**config.mk**
```make
export PLATFORM = sky130hd
export DESIGN_NAME = y86_scoreboard_flat
export DESIGN_NICKNAME = d
export VERILOG_FILES = /design/src/rtl/y86_scoreboard_if.sv /design/src/rtl/y86_scoreboard.sv /design/src/flat_wrapper.sv
export SDC_FILE = /design/constraint.sdc
export NUM_CORES = 1
export LEC_CHECK = 0
export CAP_MARGIN = 30
export CORE_ASPECT_RATIO = 1.75
export CORE_MARGIN = 3
export CORE_UTILIZATION = 25
export CTS_CLUSTER_DIAMETER = 30
export CTS_CLUSTER_SIZE = 14
export DETAILED_ROUTE_END_ITERATION = 16
export PLACE_DENSITY_LB_ADDON = 0.15
export SYNTH_ARGS = -nofsm -noshare
export SYNTH_HDL_FRONTEND = slang
export SYNTH_SLANG_ARGS = --single-unit
```
**constraint.sdc**
```tcl
create_clock -name clk -period 8.5 [get_ports clk]
set_clock_uncertainty 0.2 [all_clocks]
set_input_delay 1.7 -clock clk [delete_from_list [all_inputs] [get_ports clk]]
set_output_delay 1.7 -clock clk [all_outputs]
set_load 0.02 [all_outputs]
```
**src/rtl/y86_scoreboard_if.sv**
```systemverilog
// Decode/writeback bundle between the y86 pipeline and the register scoreboard.
interface y86_scoreboard_if #(
  parameter int NREG = 8
);
  logic [3:0]      srcA;
  logic [3:0]      srcB;
  logic            issue_valid;
  logic [3:0]      issue_dstE;
  logic [3:0]      issue_dstM;
  logic            writeE;
  logic [3:0]      Wout_dstE;
  logic            writeM;
  logic [3:0]      Wout_dstM;
  logic            cancel_valid;
  logic [3:0]      cancel_dstE;
  logic [3:0]      cancel_dstM;
  logic            busyA;
  logic            busyB;
  logic            d_stall;
  logic [NREG-1:0] pending;
  logic            err_ovf;
  logic            err_unf;

  modport master (
    output srcA, srcB, issue_valid, issue_dstE, issue_dstM,
           writeE, Wout_dstE, writeM, Wout_dstM,
           cancel_valid, cancel_dstE, cancel_dstM,
    input  busyA, busyB, d_stall, pending, err_ovf, err_unf
  );

  modport slave (
    input  srcA, srcB, issue_valid, issue_dstE, issue_dstM,
           writeE, Wout_dstE, writeM, Wout_dstM,
           cancel_valid, cancel_dstE, cancel_dstM,
    output busyA, busyB, d_stall, pending, err_ovf, err_unf
  );
endinterface

```
**src/rtl/y86_scoreboard.sv**
```systemverilog
// Per-register in-flight write counters for the y86 pipeline. Issue increments,
// writeback or cancellation decrements; decode reads busy flags to stall.
module y86_scoreboard #(
  parameter int CNT_W = 2,
  parameter int NREG  = 8
) (
  input  logic          clk,
  input  logic          reset,
  y86_scoreboard_if.slave sb
);

  localparam int IDX_W = (NREG > 1) ? $clog2(NREG) : 1;
  localparam int SUM_W = CNT_W + 3;
  localparam logic signed [SUM_W-1:0] CNT_MAX = SUM_W'((1 << CNT_W) - 1);

  logic [CNT_W-1:0] cnt_p1  [NREG];
  logic [CNT_W-1:0] cnt_nxt [NREG];
  logic [NREG-1:0]  ovf_hit;
  logic [NREG-1:0]  unf_hit;
  logic [NREG-1:0]  pend;
  logic             err_ovf_p1;
  logic             err_unf_p1;

  // One unit of count when an enabled port names register r; ids >= NREG never match.
  function automatic logic signed [SUM_W-1:0] hit(input logic en, input logic [3:0] id,
                                                   input int r);
    hit = '0;
    if (en && (int'(id) == r)) hit = SUM_W'(1);
  endfunction

  // Clip a signed net count into [0, max]; returns {ovf, unf, count}.
  function automatic logic [CNT_W+1:0] sat_cnt(input logic signed [SUM_W-1:0] sum);
    if (sum > CNT_MAX)
      sat_cnt = {1'b1, 1'b0, CNT_MAX[CNT_W-1:0]};
    else if (sum < 0)
      sat_cnt = {1'b0, 1'b1, {CNT_W{1'b0}}};
    else
      sat_cnt = {1'b0, 1'b0, sum[CNT_W-1:0]};
  endfunction

  // Net increment/decrement per register with saturation at both ends.
  always_comb begin
    logic signed [SUM_W-1:0] inc;
    logic signed [SUM_W-1:0] dec;
    logic signed [SUM_W-1:0] sum;
    inc     = '0;
    dec     = '0;
    sum     = '0;
    ovf_hit = '0;
    unf_hit = '0;
    for (int r = 0; r < NREG; r++) begin
      inc = hit(sb.issue_valid, sb.issue_dstE, r) + hit(sb.issue_valid, sb.issue_dstM, r);
      dec = hit(sb.writeE, sb.Wout_dstE, r) + hit(sb.writeM, sb.Wout_dstM, r)
          + hit(sb.cancel_valid, sb.cancel_dstE, r) + hit(sb.cancel_valid, sb.cancel_dstM, r);
      sum = $signed({3'b000, cnt_p1[r]}) + inc - dec;
      {ovf_hit[r], unf_hit[r], cnt_nxt[r]} = sat_cnt(sum);
    end
  end

  // Counter and sticky error state; reset empties the scoreboard.
  always_ff @(posedge clk or negedge reset) begin
    if (!reset) begin
      for (int r = 0; r < NREG; r++) cnt_p1[r] <= '0;
      err_ovf_p1 <= 1'b0;
      err_unf_p1 <= 1'b0;
    end else begin
      for (int r = 0; r < NREG; r++) cnt_p1[r] <= cnt_nxt[r];
      err_ovf_p1 <= err_ovf_p1 | (|ovf_hit);
      err_unf_p1 <= err_unf_p1 | (|unf_hit);
    end
  end

  // Busy view from registered counters only: no same-cycle bypass of retires.
  always_comb begin
    pend = '0;
    for (int r = 0; r < NREG; r++) pend[r] = (cnt_p1[r] != '0);
  end

  assign sb.pending = pend;
  assign sb.busyA   = (int'(sb.srcA) < NREG) && pend[sb.srcA[IDX_W-1:0]];
  assign sb.busyB   = (int'(sb.srcB) < NREG) && pend[sb.srcB[IDX_W-1:0]];
  assign sb.d_stall = sb.busyA | sb.busyB;
  assign sb.err_ovf = err_ovf_p1;
  assign sb.err_unf = err_unf_p1;

endmodule

```
**src/flat_wrapper.sv**
```systemverilog
// flat-port wrapper written by rule: the top's interface ports become plain ports
module y86_scoreboard_flat 
#(
  parameter int CNT_W = 2,
  parameter int NREG  = 8
)
  (clk, reset, sb_srcA, sb_srcB, sb_issue_valid, sb_issue_dstE, sb_issue_dstM, sb_writeE, sb_Wout_dstE, sb_writeM, sb_Wout_dstM, sb_cancel_valid, sb_cancel_dstE, sb_cancel_dstM, sb_busyA, sb_busyB, sb_d_stall, sb_pending, sb_err_ovf, sb_err_unf);
  y86_scoreboard_if #(.NREG(NREG)) sb_i ();
  input  logic clk;
  input  logic reset;
  input wire logic [$bits(sb_i.srcA)-1:0] sb_srcA;
  input wire logic [$bits(sb_i.srcB)-1:0] sb_srcB;
  input wire logic [$bits(sb_i.issue_valid)-1:0] sb_issue_valid;
  input wire logic [$bits(sb_i.issue_dstE)-1:0] sb_issue_dstE;
  input wire logic [$bits(sb_i.issue_dstM)-1:0] sb_issue_dstM;
  input wire logic [$bits(sb_i.writeE)-1:0] sb_writeE;
  input wire logic [$bits(sb_i.Wout_dstE)-1:0] sb_Wout_dstE;
  input wire logic [$bits(sb_i.writeM)-1:0] sb_writeM;
  input wire logic [$bits(sb_i.Wout_dstM)-1:0] sb_Wout_dstM;
  input wire logic [$bits(sb_i.cancel_valid)-1:0] sb_cancel_valid;
  input wire logic [$bits(sb_i.cancel_dstE)-1:0] sb_cancel_dstE;
  input wire logic [$bits(sb_i.cancel_dstM)-1:0] sb_cancel_dstM;
  output wire logic [$bits(sb_i.busyA)-1:0] sb_busyA;
  output wire logic [$bits(sb_i.busyB)-1:0] sb_busyB;
  output wire logic [$bits(sb_i.d_stall)-1:0] sb_d_stall;
  output wire logic [$bits(sb_i.pending)-1:0] sb_pending;
  output wire logic [$bits(sb_i.err_ovf)-1:0] sb_err_ovf;
  output wire logic [$bits(sb_i.err_unf)-1:0] sb_err_unf;
  assign sb_i.srcA = sb_srcA;
  assign sb_i.srcB = sb_srcB;
  assign sb_i.issue_valid = sb_issue_valid;
  assign sb_i.issue_dstE = sb_issue_dstE;
  assign sb_i.issue_dstM = sb_issue_dstM;
  assign sb_i.writeE = sb_writeE;
  assign sb_i.Wout_dstE = sb_Wout_dstE;
  assign sb_i.writeM = sb_writeM;
  assign sb_i.Wout_dstM = sb_Wout_dstM;
  assign sb_i.cancel_valid = sb_cancel_valid;
  assign sb_i.cancel_dstE = sb_cancel_dstE;
  assign sb_i.cancel_dstM = sb_cancel_dstM;
  assign sb_busyA = sb_i.busyA;
  assign sb_busyB = sb_i.busyB;
  assign sb_d_stall = sb_i.d_stall;
  assign sb_pending = sb_i.pending;
  assign sb_err_ovf = sb_i.err_ovf;
  assign sb_err_unf = sb_i.err_unf;
  y86_scoreboard #(.CNT_W(CNT_W), .NREG(NREG)) u_core (.clk(clk), .reset(reset), .sb(sb_i));
endmodule
```
==> metrics.txt <==
status finished, final reports clean; Sequential Area 450 µm²; WL final 10200 µm; starting density of the core 25.8%; Final Max Tran Viols 0; Nets 604; die height 165 µm; wire length on met2 5940 µm; ys async rst share 100%; Max-Cap Viols 0; number of global-route vias before repair 3157; cell row count 57; setup TNS 0 ps; gpl congestion 0.818; layout cells sized above 1 2.88%; Critical path buffers and inverters 2; max_slew headroom 56.2%; initial DRC count 109; GRT overflow 0; Synth top area share 30.6%; Primary FF master, synth dfrtp_1; H-tree depth 1; top cells by area, synth ha_1 (31%), fa_1 (13%), dfrtp_1 (13%); RSZ-0062 raised after global routing false; drt first pass iters 6; initial antenna violation count 0; Tcrit/Tclk final 79.4%; Post-synth EDFFs 0; min-delay worst type reg -> reg; sum of routed wire segments on met1 3830 µm; CP delay by family, top adder cells; Synth cell types 35; syn_area_per_cell 9.05 µm²; uppermost layer routed met4; n_diodes 0; count of final hold-check violations 0; slowest CP cell clkdlybuf4s50_1; All-Layer GR Usage 13.1%; CTS clk-pin slew, worst paths 60 ps; Worst Setup Start Kind input port; Seq/Total Area, Yosys 12.5%; Setup CP Type in -> reg; DR vias 3007; hold-fix buffers at CTS 0; Resize count post-CTS 0; Max clock buf depth 2; Syn Inst Count 398; Root Driver clkbuf_16; Worst-Margin Slew 650 ps; Avg WL per Cell 16.2 µm; CTS tree built; CP most frequent cell ha_1; placed instance area 4350 µm²; Routed Antenna Nets 0; CTS Sinks 18; WHS 315 ps; met3 wire len 329 µm; synth warn 0; Via density 4.78; setup violators final 0; # fillers 1497; Area Overhead vs Synth 22.9%; Tmin final 6750 ps; Worst setup EP type register; synthesized cell area 3600 µm²; CTS buffer count 3; CP arrival 6680 ps; die area 15900 µm²; power per cell area 148 nW/µm²; VDD IR max 0.0642 mV; # IOs 51; post-route cell area 4430 µm²; die width 96.7 µm; residual DRC count 0; Synth area leader ha_1; largest net degree at the start of global routing 15; Fmax 148 MHz; CP cell instances clkdlybuf4s50_1 > or3b_2 > nor3_1 > ha_1 > xnor2_1 > ha_1 > xor2_1 > ha_1 > ha_1 > fa_1 > inv_1 > fa_1 > nand2b_1 > nor3_1 > nand2_1 > ha_1 > o41ai_1 > nand4_1 > or4_1; max incr delay on CP 580 ps; Mapped Nets 548; area of the core 14000 µm²; Skew-Pair Late Insertion Delay 260 ps; post-CTS setup repair buffer count 0; synthesized flop and latch total 18; area of the multi-input gates 2910 µm²; Leak 2.09 nW; DP HPWL 9450 µm; first-pass GRT wire length 16200 µm; IO buf count 50; CP required 8430 ps; crit-path max FO 8
==> report_power, final <==
group | internal [mW] | total (mW) | switching [mW]
logic | 0.192 | 0.422 | 0.230
registers | 0.117 | 0.135 | 0.0181
clock network | 0.0621 | 0.0981 | 0.0359
==> synth_stat cells (3+ instances only) <==
cell type / number
a2111o_1: 3
a211oi_1: 7
a21o_1: 24
a21oi_1: 10
dfrtp_1: 18
fa_1: 24
ha_1: 88
inv_1: 65
mux4_1: 3
nand2_1: 19
nand2b_1: 12
nand3_1: 6
nand3b_1: 7
nor2_1: 27
nor3_1: 26
nor4_1: 9
o21ai_0: 4
o31ai_1: 3
o41ai_1: 3
or2_1: 7
or3b_2: 5
xnor2_1: 8
xor2_1: 8
==> per-stage QoR <==
stage | utilization [%] | setup slack [ps] | std cells | power (mW)
finish | 31.7 | 1750 | 629 | 0.655
global route | 31.7 | 1460 | 629 | 0.728
CTS | 31.7 | 1710 | 629 | 0.670
detailed placement | 31.1 | 1400 | 626 | 0.566
global placement | 30.9 | 1470 | 625 | 0.554
floorplan | - | 2560 | 398 | 0.422
==> kinds of logic after synthesis <==
kind of cell / Yosys count / share of synthesized area (%)
AO/OA/AOI/OAI: 58 / 11.6
XOR/XNOR: 16 / 3.89
AND/OR/NAND/NOR: 125 / 18.5
flip-flops: 18 / 12.5
adder cells (fa/ha/maj): 112 / 43.9
multiplexers: 4 / 2.81
buffers and inverters: 65 / 6.78
==> placed cells by master, fill, tap and decap left out, types with 4 or more instances in the layout <==
| master | netlist | final |
|---|---|---|
| ha_1 | 88 | 88 |
| inv_1 | 65 | 65 |
| clkdlybuf4s50_1 | 0 | 50 |
| nor2_1 | 27 | 27 |
| nor3_1 | 26 | 26 |
| a21o_1 | 24 | 24 |
| fa_1 | 24 | 24 |
| nand2_1 | 19 | 19 |
| dfrtp_1 | 18 | 18 |
| nand2b_1 | 12 | 12 |
| a21oi_1 | 10 | 10 |
| nor4_1 | 9 | 9 |
| xnor2_1 | 8 | 8 |
| xor2_1 | 8 | 8 |
| or2_1 | 7 | 7 |
| nand3b_1 | 7 | 7 |
| a211oi_1 | 7 | 7 |
| nand3_1 | 6 | 6 |
| or3b_2 | 5 | 5 |
| o21ai_0 | 4 | 4 |
==> final timing paths <==
kind                                        startpoint                           to  slack, ps  depth (start not counted)
min                        u_core.sb.err_unf$_DFF_PN0_  u_core.sb.err_unf$_DFF_PN0_        320                          2
max                                     sb_issue_valid  u_core.sb.err_ovf$_DFF_PN0_       1750                         19
max reg2reg                 u_core.cnt_p1[7]$_DFF_PN0_  u_core.sb.err_ovf$_DFF_PN0_       4840                         12
min in group asynchronous                        reset   u_core.cnt_p1[0]$_DFF_PN0_       1520                          1
max in group asynchronous                        reset   u_core.cnt_p1[8]$_DFF_PN0_       6160                          2
min reg2reg                u_core.sb.err_unf$_DFF_PN0_  u_core.sb.err_unf$_DFF_PN0_        320                          2
==> registers in the layout, summed over array words and instances (netlist names) <==
name,cells
u_core.sb.err_ovf,1
u_core.sb.err_unf,1
u_core.cnt_p1,16
==> final cells by class <==
class / count / share of cell area [%]
Inverter: 65 / 5.51
Clock buffer: 3 / 1.70
Sequential cell: 18 / 10.2
Multi-Input combinational cell: 315 / 65.7
Tap cell: 177 / 5.00
Timing Repair Buffer: 51 / 11.9
==> worst min-delay path, stage by stage (launching register included) <==
cell and delay, ps:
dfrtp_1 360, nor2_1 60, nand3_1 60
==> layer usage <==
| metal | vias to the layer above | GRT usage (%) |
|---|---|---|
| met4 | 0 | 3.26 |
| met3 | 5 | 1.23 |
| li1 | 1498 | - |
| met5 | - | 0 |
| met2 | 58 | 27.3 |
| met1 | 1446 | 13.9 |
(Power assumes the default switching activity.)
